--- config.mk ---
export PLATFORM = sky130hd
export DESIGN_NAME = mem_bus_arbiter
export DESIGN_NICKNAME = d
export VERILOG_FILES = /design/src/rtl/mem_bus_arbiter_pkg.sv /design/src/rtl/mem_bus_arbiter.sv
export SDC_FILE = /design/constraint.sdc
export NUM_CORES = 1
export LEC_CHECK = 0
export CORE_AREA = 5 5 120 122
export CTS_BUF_LIST = sky130_fd_sc_hd__clkbuf_16
export CTS_CLUSTER_DIAMETER = 200
export DETAILED_ROUTE_END_ITERATION = 10
export DIE_AREA = 0 0 125 127
export DONT_BUFFER_PORTS = 1
export GPL_TIMING_DRIVEN = 0
export PLACE_DENSITY = 0.3
export SYNTH_ARGS = -nofsm -noshare
export SYNTH_HDL_FRONTEND = slang
export SYNTH_SLANG_ARGS = --single-unit
export TNS_END_PERCENT = 5
--- constraint.sdc ---
create_clock -name clock -period 4.24 [get_ports clock]
set_clock_uncertainty 0.15 [all_clocks]
set_input_delay 0.636 -clock clock [delete_from_list [all_inputs] [get_ports clock]]
set_output_delay 0.636 -clock clock [all_outputs]
set_load 0.05 [all_outputs]
--- src/rtl/mem_bus_arbiter_pkg.sv ---
// Shared types for the two-master memory bus arbiter: request/response
// payloads and the arbiter FSM state encoding.
package mem_bus_arbiter_pkg;

   localparam int unsigned ADDR_W = 32;
   localparam int unsigned DATA_W = 32;
   localparam int unsigned BE_W   = DATA_W / 8;

   // Request from a master toward memory
   typedef struct packed {
      logic              valid;
      logic              we;
      logic [ADDR_W-1:0] addr;
      logic [DATA_W-1:0] wdata;
      logic [BE_W-1:0]   be;
   } mem_bus_req_t;

   // Response from memory toward a master
   typedef struct packed {
      logic              ready;
      logic [DATA_W-1:0] rdata;
   } mem_bus_resp_t;

   typedef enum logic [1:0] {
      IDLE  = 2'd0,
      GNT_I = 2'd1,
      GNT_D = 2'd2
   } arb_state_t;

   // One-hot owner status for a given state (bit0 = instruction, bit1 = data)
   function automatic logic [1:0] grant_of(input arb_state_t s);
      case (s)
         GNT_I:   grant_of = 2'b01;
         GNT_D:   grant_of = 2'b10;
         default: grant_of = 2'b00;
      endcase
   endfunction

endpackage

--- src/rtl/mem_bus_arbiter.sv ---
// mem_bus_arbiter: shares one memory bus between an instruction cache and a
// data cache. Data side has priority; ownership is held until memory
// signals ready or the owner withdraws its request.
//
// Ports:
//   clock, reset     - single clock, synchronous active-high reset
//   i_req / i_resp   - instruction cache request in / response out
//   d_req / d_resp   - data cache request in / response out
//   mem_req/mem_resp - shared memory bus request out / response in
//   grant            - one-hot owner status (01 = instr, 10 = data, 00 = idle)
//
// Optional feature: define ARB_STARVE_GUARD_EN to enable the starvation
// guard, which forces an instruction grant after STARVE_LIMIT consecutive
// data grants taken while the instruction side was waiting.
module mem_bus_arbiter
   import mem_bus_arbiter_pkg::*;
#(
   parameter int unsigned STARVE_LIMIT = 4
) (
   input  logic          clock,
   input  logic          reset,
   input  mem_bus_req_t  i_req,
   output mem_bus_resp_t i_resp,
   input  mem_bus_req_t  d_req,
   output mem_bus_resp_t d_resp,
   output mem_bus_req_t  mem_req,
   input  mem_bus_resp_t mem_resp,
   output logic [1:0]    grant
);

   // The guard counter needs a limit of at least one to be meaningful
   if (STARVE_LIMIT == 0) begin : g_bad_limit
      $error("mem_bus_arbiter: STARVE_LIMIT must be at least 1");
   end

   arb_state_t state;
   arb_state_t state_next;

`ifdef ARB_STARVE_GUARD_EN
   localparam int unsigned CNT_W = (STARVE_LIMIT < 1) ? 1 : $clog2(STARVE_LIMIT + 1);
   localparam logic [CNT_W-1:0] CNT_MAX = CNT_W'(STARVE_LIMIT);

   logic [CNT_W-1:0] starve_cnt;
   logic [CNT_W-1:0] starve_cnt_next;
`endif

   // State (and guard counter) register
   always_ff @(posedge clock) begin
      if (reset) begin
         state <= IDLE;
`ifdef ARB_STARVE_GUARD_EN
         starve_cnt <= '0;
`endif
      end else begin
         state <= state_next;
`ifdef ARB_STARVE_GUARD_EN
         starve_cnt <= starve_cnt_next;
`endif
      end
   end

   // Next-state: arbitrate only from IDLE, release on ready or valid drop
   always_comb begin
      state_next = state;
`ifdef ARB_STARVE_GUARD_EN
      starve_cnt_next = starve_cnt;
`endif
      case (state)
         IDLE: begin
`ifdef ARB_STARVE_GUARD_EN
            if (i_req.valid && (starve_cnt == CNT_MAX)) begin
               // Instruction side has waited long enough; override data priority
               state_next      = GNT_I;
               starve_cnt_next = '0;
            end else if (d_req.valid) begin
               state_next = GNT_D;
               if (i_req.valid && (starve_cnt < CNT_MAX)) begin
                  starve_cnt_next = starve_cnt + CNT_W'(1);
               end
            end else if (i_req.valid) begin
               state_next      = GNT_I;
               starve_cnt_next = '0;
            end
`else
            if (d_req.valid) begin
               state_next = GNT_D;
            end else if (i_req.valid) begin
               state_next = GNT_I;
            end
`endif
         end
         GNT_I: begin
            if (mem_resp.ready || !i_req.valid) begin
               state_next = IDLE;
            end
         end
         GNT_D: begin
            if (mem_resp.ready || !d_req.valid) begin
               state_next = IDLE;
            end
         end
         default: begin
            state_next = IDLE;
         end
      endcase
   end

   // Bus routing decoded from the registered state; non-owner sees zeros
   always_comb begin
      mem_req = '0;
      i_resp  = '0;
      d_resp  = '0;
      grant   = grant_of(state);
      case (state)
         GNT_I: begin
            mem_req = i_req;
            i_resp  = mem_resp;
         end
         GNT_D: begin
            mem_req = d_req;
            d_resp  = mem_resp;
         end
         default: begin
         end
      endcase
   end

endmodule

---- Yosys cells after proc, flatten, opt, wreduce, memory -nomap -nowiden ----
Index checks and enable logic that the tools add are counted.
storage, ports and cells
  output and inout port bits .............. 138
  bits in registers ....................... 2
  logic and storage cells ................. 21
  input bits .............................. 175
cells by class
  mux-type cells .......................... 9
  eq/ne operators ......................... 5
  reductions and logical operators ........ 6
operators with widths
  operator                                             count
  one-hot mux 70 bit (2 select lines)                  1
  2-to-1 mux 33 bit                                    2
  2-to-1 mux 2 bit                                     4
  one-hot mux 2 bit (3 select lines)                   1
  inequality test 2 bit, second input constant         2
  one-hot mux 2 bit (2 select lines)                   1
  inequality test 3 bit, second input constant         1
  AND reduction 3 bit                                  1
  equality test 2 x 1 -> 1 bit, second input constant  1
  equality test 2 bit, second input constant           1
  zero test 1 bit                                      2
  zero test 2 bit                                      1
  logical OR 1 bit                                     2

---- Longest topological paths before layout ----
  word-level depth ........................ 4
  mapped depth ............................ 8
  depth with buffers taken out ............ 5

---- Worst setup path before layout ----
OpenSTA, ideal clock, no wires.
  kind .................................... reg-to-output
  start ................................... register state[0]
  end ..................................... output port mem_req[27] (netlist bit)
  buffers on the path ..................... 3
  required time ........................... 3.454 ns
  slack ................................... 1.681 ns
  cell stages (with the launch flop) ...... 8
  arrival time ............................ 1.773 ns
  cells stage by stage .................... dfxtp_1 inv_1 ha_1 buf_6 buf_6 buf_2 a22oi_1 nor2b_1
RTL lines
  item                      RTL line               text
  start: declaration        mem_bus_arbiter.sv:36  arb_state_t state;
  start signal: assignment  mem_bus_arbiter.sv:55  state <= state_next;
  end: declaration          mem_bus_arbiter.sv:26  output mem_bus_req_t mem_req,

==> impl_metrics.toml <==
[detailed_routing]
met3_length_um = 826
ant_nets = 0
wire_per_inst_um = 20.5
met1_length_um = 3490
drc_errors = 0
wl_met2_um = 4530
drt_wl_total_um = 8980
vias = 2042
drtIter0Drc = 67
drt-pass1-iter-count = 4
top_layer = "met4"
avgViaCountPerCell = 4.67

[placement]
dp.cells = 434
place_congestion = 0.740
portBuffers = 0
dp.final_hpwl_um = 7670
place_area_um2 = 1970

[setup_path]
slowest_stage = "nor2b_1"
r2r_setup_slack_ps = 2560
crit_arrival_ps = 2480
crit_required_ps = 3450
crit_fanout = 10
crit_chain = "inv_1 > ha_1 > clkbuf_1 > nor2b_1"
r2r_start = "state[1]$_SDFFE_PP0P_"
path_class = "reg -> out"
cpPeakStageDelay_ps = 870
path_depth = 4
crit_family = "simple AND/OR/NAND/NOR gates"
r2r-end = "state[1]$_SDFFE_PP0P_"
startpoint = "state[0]$_SDFFE_PP0P_"
endpoint_kind = "output port"
critPathLaunchType = "flop"
rr_worst_depth = 7
path_buf_inv = 2

[die]
core_um2 = 13100
die-area_um2 = 15900
pin_count = 313
initial_core_util_pct = 13.4
die_h_um = 127
rows = 42
die_width_um = 125

[worst_hold_path]
min_path_cells = 1
hold_path_end = "state[0]$_SDFFE_PP0P_"
holdCritPathClass = "in -> reg"
worstHoldStart = "reset"

[finish]
top_register = "state"
final_nets = 443
syn2layout_area_growth_pct = 16.8
largest_registers = "state x2"
fin_area_um2 = 2050
drive_gt1_share_pct = 9.96
finish.utilization_pct = 15.7
fin_cells = 437
n_antenna_cell = 0
largest_reg_flops = 2

[timing]
fin_tns_setup_ps = 0
final_max_slew_viol_count = 0
hold_violations = 0
max_slew.worst_pin.slew_ps = 1030
fmax_ghz = 0.306
setup_viol = 0
maxSlewHeadroom_pct = 31.0
period_minus_slack_ps = 3270
rsz0062_at_grt = "false"
post-route-period-util_pct = 77.0

[power_and_ir_drop]
power_density_nw_per_um2 = 325
p_leak_nw = 0.602
irDropWorstVdd_uv = 103

[logic_synthesis]
yosys.area.top_type = "a22oi_1"
syn_avg_cell_area_um2 = 6.80
yosys_register_bits = 2
syn_inst = 258
synth_top_area_share_pct = 29.5
ys_warn_count = 0
ys_seq_area_share_pct = 2.28
yosysUniqueCellTypes = 18
synthesis.nets = 438
netlist_area_um2 = 1750
ys_top_cells_by_area = "a22oi_1, nor2b_1, and2_1"

[flow_run]
maxCapViolCount = 0

[global_routing]
grt_overflow = 0
grt_first_pass_wirelength_um = 13100
grt_use_total_pct = 10.1
grt_max_degree = 11
grt_pass1_vias = 2230
antenna_found_initial = 0

[clocking]
clkSlewWorstSetupHoldPaths_ps = 30
ctsHoldBuffers = 0
cts_buffers = 3
clock_latency_ps = 220
postCtsSetupBuffers = 0
clock_sinks = 2
tritoncts = "done"
clk_path_buf_depth = 2
htree_num_levels = 1
cts_resized = 0
cts_root_buf = "clkbuf_16"

[outcome]
status = "finished, final reports clean"
==> layer usage <==
metal	global-route usage, %	vias up
met3	3.55	8
met1	12.3	953
li1	-	908
met2	17.2	173
met5	0	-
met4	2.55	0
==> cells by family after synthesis <==
logic type,after synthesis,synth area share (%)
buf+inv,35,10.9
flops,2,2.28
fa+ha+maj,5,3.57
compound gates,77,34.0
simple gates,139,49.3
==> worst register-to-register path, cell delays in order (launching register included) <==
cell       delay, ps
dfxtp_1          340
inv_1            100
ha_1             200
buf_6            140
buf_6            140
a22oi_2          250
o22ai_1          110
o2bb2ai_1        140
==> layout make-up <==
| cell class | instances | area [µm²] |
|---|---|---|
| fillers | 1506 | 11000 |
| well taps | 176 | 220 |
| multi-input cells | 221 | 1520 |
| inverters | 4 | 15.0 |
| clock buffers | 3 | 75.1 |
| flip-flops and latches | 2 | 40.0 |
| plain buffers | 31 | 176 |
==> cell usage after synthesis, drive strengths merged <==
library cell  number
and2              66
o2bb2ai            1
clkbuf            13
buf               18
inv                4
a21oi              2
a2bb2oi            1
a211oi             1
o21ai              1
nor2               2
ha                 5
o22ai              1
or3                1
dfxtp              2
a22oi             70
nor2b             70
==> how the worst max path moves through the flow <==
stage                        to  slack [ps]
global route        mem_req[67]         770
CTS                 mem_req[67]         880
detailed placement  mem_req[67]        1120
floorplan           mem_req[27]        1680
global placement    mem_req[68]        1160
finish              mem_req[67]         970
==> report_power, final <==
group	internal (mW)	switching, mW	total [mW]
sequential	0.0208	0.00137	0.0222
combinational	0.116	0.388	0.505
clock	0.120	0.0197	0.140
==> metrics by stage <==
step	worst slack, ps	total power, mW	hold WS (ps)
4_1_cts	884	0.677	334
6_report	973	0.666	335
3_5_place_dp	1120	0.533	449
2_1_floorplan	1680	0.467	383
3_3_place_gp	1160	0.528	433
5_1_grt	772	0.710	335
==> cell usage in the layout (no fill, tap or decap) <==
| cell type | n |
|---|---|
| o2bb2ai_1 | 1 |
| a22oi_1 | 69 |
| inv_1 | 4 |
| buf_6 | 6 |
| and2_1 | 66 |
| nor2b_1 | 70 |
| o22ai_1 | 1 |
| dfxtp_1 | 2 |
| o21ai_1 | 1 |
| clkbuf_1 | 13 |
| a21oi_2 | 2 |
| nor2_1 | 2 |
| a22oi_2 | 1 |
| ha_1 | 5 |
| a211oi_2 | 1 |
| clkbuf_16 | 3 |
| a2bb2oi_2 | 1 |
| buf_2 | 12 |
| or3_1 | 1 |
Note: power is estimated with default switching activity, not from simulation.
